--- config.mk ---
export PLATFORM = sky130hd
export DESIGN_NAME = serial_adder
export DESIGN_NICKNAME = d
export VERILOG_FILES = /design/src/rtl/serial_adder.sv
export SDC_FILE = /design/constraint.sdc
export NUM_CORES = 1
export LEC_CHECK = 0
export BUFFER_PORTS_ARGS = -buffer_cell sky130_fd_sc_hd__buf_2
export CAP_MARGIN = 20
export CORE_AREA = 2 2 85 87
export CTS_CLUSTER_DIAMETER = 50
export CTS_CLUSTER_SIZE = 8
export DETAILED_ROUTE_END_ITERATION = 10
export DIE_AREA = 0 0 87 89
export GPL_ROUTABILITY_DRIVEN = 1
export PLACE_DENSITY = 0.43
export SLEW_MARGIN = 20
export SYNTH_ARGS = -nofsm -noshare
export SYNTH_HDL_FRONTEND = slang
export SYNTH_SLANG_ARGS = --single-unit
--- constraint.sdc ---
create_clock -name clk -period 4.6 [get_ports clk]
set_input_delay 0.23 -clock clk [delete_from_list [all_inputs] [get_ports clk]]
set_output_delay 0.23 -clock clk [all_outputs]
set_load 0.01 [all_outputs]
--- src/rtl/serial_adder.sv ---
// serial_adder: bit-serial LSB-first adder, one full-adder cell, WIDTH cycles per operation.
module serial_adder #(
  parameter int WIDTH = 8
) (
  input  logic             clk,
  input  logic             rst_n,
  input  logic             start,
  input  logic [WIDTH-1:0] a,
  input  logic [WIDTH-1:0] b,
  input  logic             cin,
  output logic             busy,
  output logic             done,
  output logic [WIDTH-1:0] sum,
  output logic             cout
);
  localparam int CW = $clog2(WIDTH);
  typedef enum logic [1:0] {IDLE, RUN, DONE} state_t;
  state_t state, state_nx;
  logic [WIDTH-1:0] ra, rb, res;
  logic [CW-1:0] cnt;
  logic c, s, maj, last;
  assign s    = ra[0] ^ rb[0] ^ c;
  assign maj  = (ra[0] & rb[0]) | (ra[0] & c) | (rb[0] & c);
  assign last = cnt == CW'(WIDTH - 1);
  assign busy = state == RUN;
  assign done = state == DONE;
  always_comb begin
    state_nx = IDLE;
    state_nx = (state == RUN) ? (last ? DONE : RUN) : (start ? RUN : IDLE);
  end
  always_ff @(posedge clk or negedge rst_n)
    if (!rst_n) state <= IDLE;
    else state <= state_nx;
  // Operands are captured only on an accepted start; RUN shifts them out LSB first.
  always_ff @(posedge clk or negedge rst_n) begin
    if (!rst_n) begin
      ra   <= '0;
      rb   <= '0;
      res  <= '0;
      c    <= 1'b0;
      cnt  <= '0;
      sum  <= '0;
      cout <= 1'b0;
    end else if (state != RUN) begin
      if (start) begin
        ra  <= a;
        rb  <= b;
        c   <= cin;
        cnt <= '0;
      end
    end else begin
      ra  <= ra >> 1;
      rb  <= rb >> 1;
      c   <= maj;
      res <= {s, res[WIDTH-1:1]};
      cnt <= cnt + 1'b1;
      if (last) begin
        sum  <= {s, res[WIDTH-1:1]};
        cout <= maj;
      end
    end
  end
endmodule

==> impl_metrics.xml <==
<?xml version="1.0" encoding="UTF-8"?>
<metrics>
  <group name="outcome">
    <metric name="run_status" unit="">complete, no violations</metric>
  </group>
  <group name="yosys">
    <metric name="ys_warn_count" unit="">0</metric>
    <metric name="post_synth_instance_area" unit="um^2">1810</metric>
    <metric name="number_of_storage_elements_in_the_synthesis_netlist" unit="">38</metric>
    <metric name="synth_xor_area_share" unit="%">0</metric>
    <metric name="synth_compound_gate_area_share" unit="%">0.415</metric>
    <metric name="synthAdderAreaFrac" unit="%">2.49</metric>
    <metric name="seq_area_frac_synth" unit="%">52.6</metric>
    <metric name="syn_nets" unit="">132</metric>
    <metric name="synthesized_area_per_cell" unit="um^2">16.6</metric>
    <metric name="largest_family_of_logic_cells_by_synthesized_area" unit="">multiplexers</metric>
    <metric name="netlist-cell-type-count" unit="">15</metric>
    <metric name="post_synth_mux_area_share" unit="%">38.4</metric>
    <metric name="syn-instance-count" unit="">109</metric>
    <metric name="post_synth_and_or_nand_nor_area_fraction" unit="%">2.56</metric>
  </group>
  <group name="cells_and_area">
    <metric name="nNetsFinal" unit="">164</metric>
    <metric name="antenna_cells_inserted" unit="">0</metric>
    <metric name="syn2layout_area_growth" unit="%">16.1</metric>
    <metric name="nFillCells" unit="">659</metric>
    <metric name="drive_gt1_share" unit="%">60.6</metric>
    <metric name="non_filler_instance_count_after_layout" unit="">222</metric>
    <metric name="register_area" unit="um^2">951</metric>
    <metric name="multiInputGateArea" unit="um^2">793</metric>
  </group>
  <group name="setup_path">
    <metric name="crit_required" unit="ns">4.37</metric>
    <metric name="worst_path_largest_cell_delay" unit="ns">0.40</metric>
    <metric name="data_arrival_time_of_the_critical_path" unit="ns">1.83</metric>
    <metric name="startpoint_type" unit="">flop</metric>
    <metric name="worst_r2r_path_depth" unit="">4</metric>
    <metric name="worst-setup-path-type" unit="">reg -&gt; out</metric>
    <metric name="crit_path_cell_trace" unit="">nand2b_1, buf_4, inv_1, buf_2</metric>
    <metric name="crit_path_top_delay_cell" unit="">sky130_fd_sc_hd__buf_4</metric>
    <metric name="worst-path-max-fanout" unit="">17</metric>
    <metric name="timing.critical_path.to_type" unit="">output port</metric>
    <metric name="r2r_start" unit="">state[0]</metric>
    <metric name="rr_endpoint" unit="">res[6]</metric>
    <metric name="r2r_slack" unit="ns">2.81</metric>
  </group>
  <group name="place">
    <metric name="dpl.hpwl" unit="um">2130</metric>
    <metric name="worst_setup_slack_post_dpl" unit="ns">2.80</metric>
    <metric name="number_of_placed_instances_taps_included" unit="">214</metric>
    <metric name="buffer_ports.inserted" unit="">30</metric>
    <metric name="gp_congestion" unit="">0.617</metric>
  </group>
  <group name="die">
    <metric name="initial_core_util" unit="%">26.9</metric>
    <metric name="io_pins" unit="">31</metric>
    <metric name="floorplan_die_area" unit="um^2">7740</metric>
    <metric name="design.core.area" unit="um^2">6720</metric>
    <metric name="die_w" unit="um">87</metric>
    <metric name="die_y" unit="um">89</metric>
    <metric name="std_cell_rows" unit="">30</metric>
  </group>
  <group name="routing">
    <metric name="vias_per_cell" unit="">4.31</metric>
    <metric name="route.antenna.remaining_nets" unit="">0</metric>
    <metric name="dr.first_iter.drc_count" unit="">41</metric>
    <metric name="dr_total_vias" unit="">956</metric>
    <metric name="drc" unit="">0</metric>
    <metric name="router_iterations_before_antenna_repair" unit="">4</metric>
    <metric name="routed_wirelength" unit="um">3180</metric>
    <metric name="wl_per_cell" unit="um">14.3</metric>
  </group>
  <group name="sta">
    <metric name="final_critical_path_setup_slack" unit="ns">2.54</metric>
    <metric name="worst_slew_pin_slew" unit="ns">0.862</metric>
    <metric name="final-max-slew-violation-count" unit="">0</metric>
    <metric name="post-route-period-util" unit="%">44.8</metric>
    <metric name="achievable-frequency" unit="GHz">0.485</metric>
    <metric name="period_needed" unit="ns">2.06</metric>
    <metric name="setup_total_negative_slack" unit="ns">0</metric>
    <metric name="finalHoldViolations" unit="">0</metric>
    <metric name="worst_clock_skew" unit="ns">0.00218</metric>
    <metric name="finalSetupViolCount" unit="">0</metric>
    <metric name="timing.slew.headroom" unit="%">42.5</metric>
    <metric name="grt_setup_unrepaired" unit="">no</metric>
  </group>
  <group name="global_routing">
    <metric name="grt_pass1_vias" unit="">1131</metric>
    <metric name="grt_first_pass_wirelength" unit="um">5570</metric>
    <metric name="overflow" unit="">0</metric>
    <metric name="grt_usage" unit="%">9.49</metric>
    <metric name="grt_antenna_before_repair" unit="">0</metric>
    <metric name="grt_max_degree" unit="">39</metric>
  </group>
  <group name="clock_network">
    <metric name="clock_path_buffers" unit="">2</metric>
    <metric name="cts-buffers-inserted" unit="">5</metric>
    <metric name="clock_latency" unit="ns">0.28</metric>
    <metric name="postcts_setup_bufs" unit="">0</metric>
    <metric name="ctsHtreeMaxLevel" unit="">2</metric>
    <metric name="tritoncts_clock_tree" unit="">done</metric>
    <metric name="clock_sink_count" unit="">38</metric>
    <metric name="cts_root_buffer" unit="">sky130_fd_sc_hd__clkbuf_8</metric>
    <metric name="hold_buffers" unit="">0</metric>
    <metric name="path_clk_slew" unit="ns">0.07</metric>
    <metric name="cts_resized" unit="">0</metric>
  </group>
  <group name="power">
    <metric name="leakage_power_total" unit="uW">0.00104</metric>
    <metric name="irDropWorstVdd" unit="V">0.000252</metric>
    <metric name="p_seq_share" unit="%">42.3</metric>
    <metric name="p_int" unit="uW">944</metric>
    <metric name="power.share.switching" unit="%">29.2</metric>
    <metric name="power.switching" unit="uW">389</metric>
    <metric name="power.density" unit="nW/um^2">634</metric>
    <metric name="comb_power_share" unit="%">40.4</metric>
    <metric name="pwr-share-clk" unit="%">17.3</metric>
  </group>
  <group name="min_path">
    <metric name="worst_min_delay_path_class" unit="">in -&gt; async</metric>
  </group>
  <group name="run">
    <metric name="maxCapViolCount" unit="">0</metric>
  </group>
</metrics>
[area by class of cell]
| type | count | share of cell area [%] |
|---|---|---|
| sequential | 38 | 45.3 |
| multi-input combinational | 63 | 37.8 |
| timing repair buffer | 31 | 7.50 |
| tap | 80 | 4.76 |
| clock buffer | 7 | 4.11 |
| inverter | 2 | 0.357 |
| clock inverter | 1 | 0.238 |
[cells in the final DEF, fill, tap and decap left out]
cell type | synthesis | layout
sky130_fd_sc_hd__nor2b_1 | 3 | 3
sky130_fd_sc_hd__mux2_2 | 15 | 15
sky130_fd_sc_hd__nand2b_1 | 2 | 2
sky130_fd_sc_hd__ha_1 | 2 | 2
sky130_fd_sc_hd__buf_4 | 1 | 1
sky130_fd_sc_hd__dfrtp_1 | 38 | 38
sky130_fd_sc_hd__mux2_4 | 33 | 33
sky130_fd_sc_hd__clkbuf_8 | 0 | 6
sky130_fd_sc_hd__nor2_1 | 2 | 2
sky130_fd_sc_hd__mux2i_1 | 3 | 3
sky130_fd_sc_hd__clkbuf_1 | 0 | 1
sky130_fd_sc_hd__fa_1 | 1 | 1
sky130_fd_sc_hd__clkinv_2 | 0 | 1
sky130_fd_sc_hd__nand3b_1 | 1 | 1
sky130_fd_sc_hd__o21a_1 | 1 | 1
sky130_fd_sc_hd__inv_1 | 2 | 2
sky130_fd_sc_hd__buf_2 | 1 | 30
[logic make-up after synthesis]
family,after synthesis
buffers and inverters,8
AOI/OAI and AO/OA,1
and+or+nand+nor,8
muxes,51
DFF,38
adders and majority gates,3
[routing by layer]
layer  share of wire [%]  vias up  track usage, %
met2                  47       24            14.8
met3                 5.6        4            3.05
met5                   0        -               0
li1                    -      443               -
met1                  46      485            12.4
met4                0.91        0            3.41
[synth_stat cells]
| library cell | number | area (um^2) |
|---|---|---|
| sky130_fd_sc_hd__nand2b_1 | 2 | 12.5 |
| sky130_fd_sc_hd__mux2i_1 | 3 | 30.0 |
| sky130_fd_sc_hd__nor2b_1 | 3 | 18.8 |
| sky130_fd_sc_hd__nor2_1 | 2 | 7.51 |
| sky130_fd_sc_hd__o21a_1 | 1 | 7.51 |
| sky130_fd_sc_hd__nand3b_1 | 1 | 7.51 |
| sky130_fd_sc_hd__inv_1 | 2 | 7.51 |
| sky130_fd_sc_hd__buf_2 | 1 | 5.00 |
| sky130_fd_sc_hd__dfrtp_1 | 38 | 951 |
| sky130_fd_sc_hd__buf_6 | 4 | 45.0 |
| sky130_fd_sc_hd__fa_1 | 1 | 20.0 |
| sky130_fd_sc_hd__ha_1 | 2 | 25.0 |
| sky130_fd_sc_hd__buf_4 | 1 | 7.51 |
| sky130_fd_sc_hd__mux2_4 | 33 | 495 |
| sky130_fd_sc_hd__mux2_2 | 15 | 169 |
[flip-flops by register name (all words and copies together) (netlist names)]
name,flops
ra,8
c,1
sum,8
state,2
cnt,3
rb,8
res,7
cout,1
[per-stage QoR]
step,utilization (%),power [uW],hold slack [ns],area [um^2]
final,31.3,1330,0.0611,2100
after global routing,31.3,1440,0.136,2100
after CTS,31.3,1360,0.0847,2100
after detailed placement,29.9,1120,0.411,2010
after global placement,29.9,1100,0.386,2010
after floorplan,-,999,-0.0656,1810
[worst max path at each step]
stage                        start     end  slack (ns)  depth (start not counted)
after global placement    state[0]  res[6]        2.81                          4
final                     state[0]    busy        2.54                          4
after CTS                 state[0]    busy        2.49                          4
after floorplan             cnt[0]  sum[0]        3.11                          5
after global routing      state[0]    busy        2.39                          4
after detailed placement  state[0]  res[6]        2.80                          4
[worst max-delay path, delay by kind of cell, from the launching register on]
family	cells	cell delay [ns]
buffers and inverters	3	0.79
and+or+nand+nor	1	0.35
DFF	1	0.39
[power groups by stage]
stage               clock network [uW]  registers [uW]  logic [uW]
finish                             231             563         538
global placement                     0             570         534
CTS                                245             568         552
detailed placement                   0             572         547
global route                       262             587         594
floorplan                            0             569         430
No activity file was read; power rests on OpenSTA's default activity.
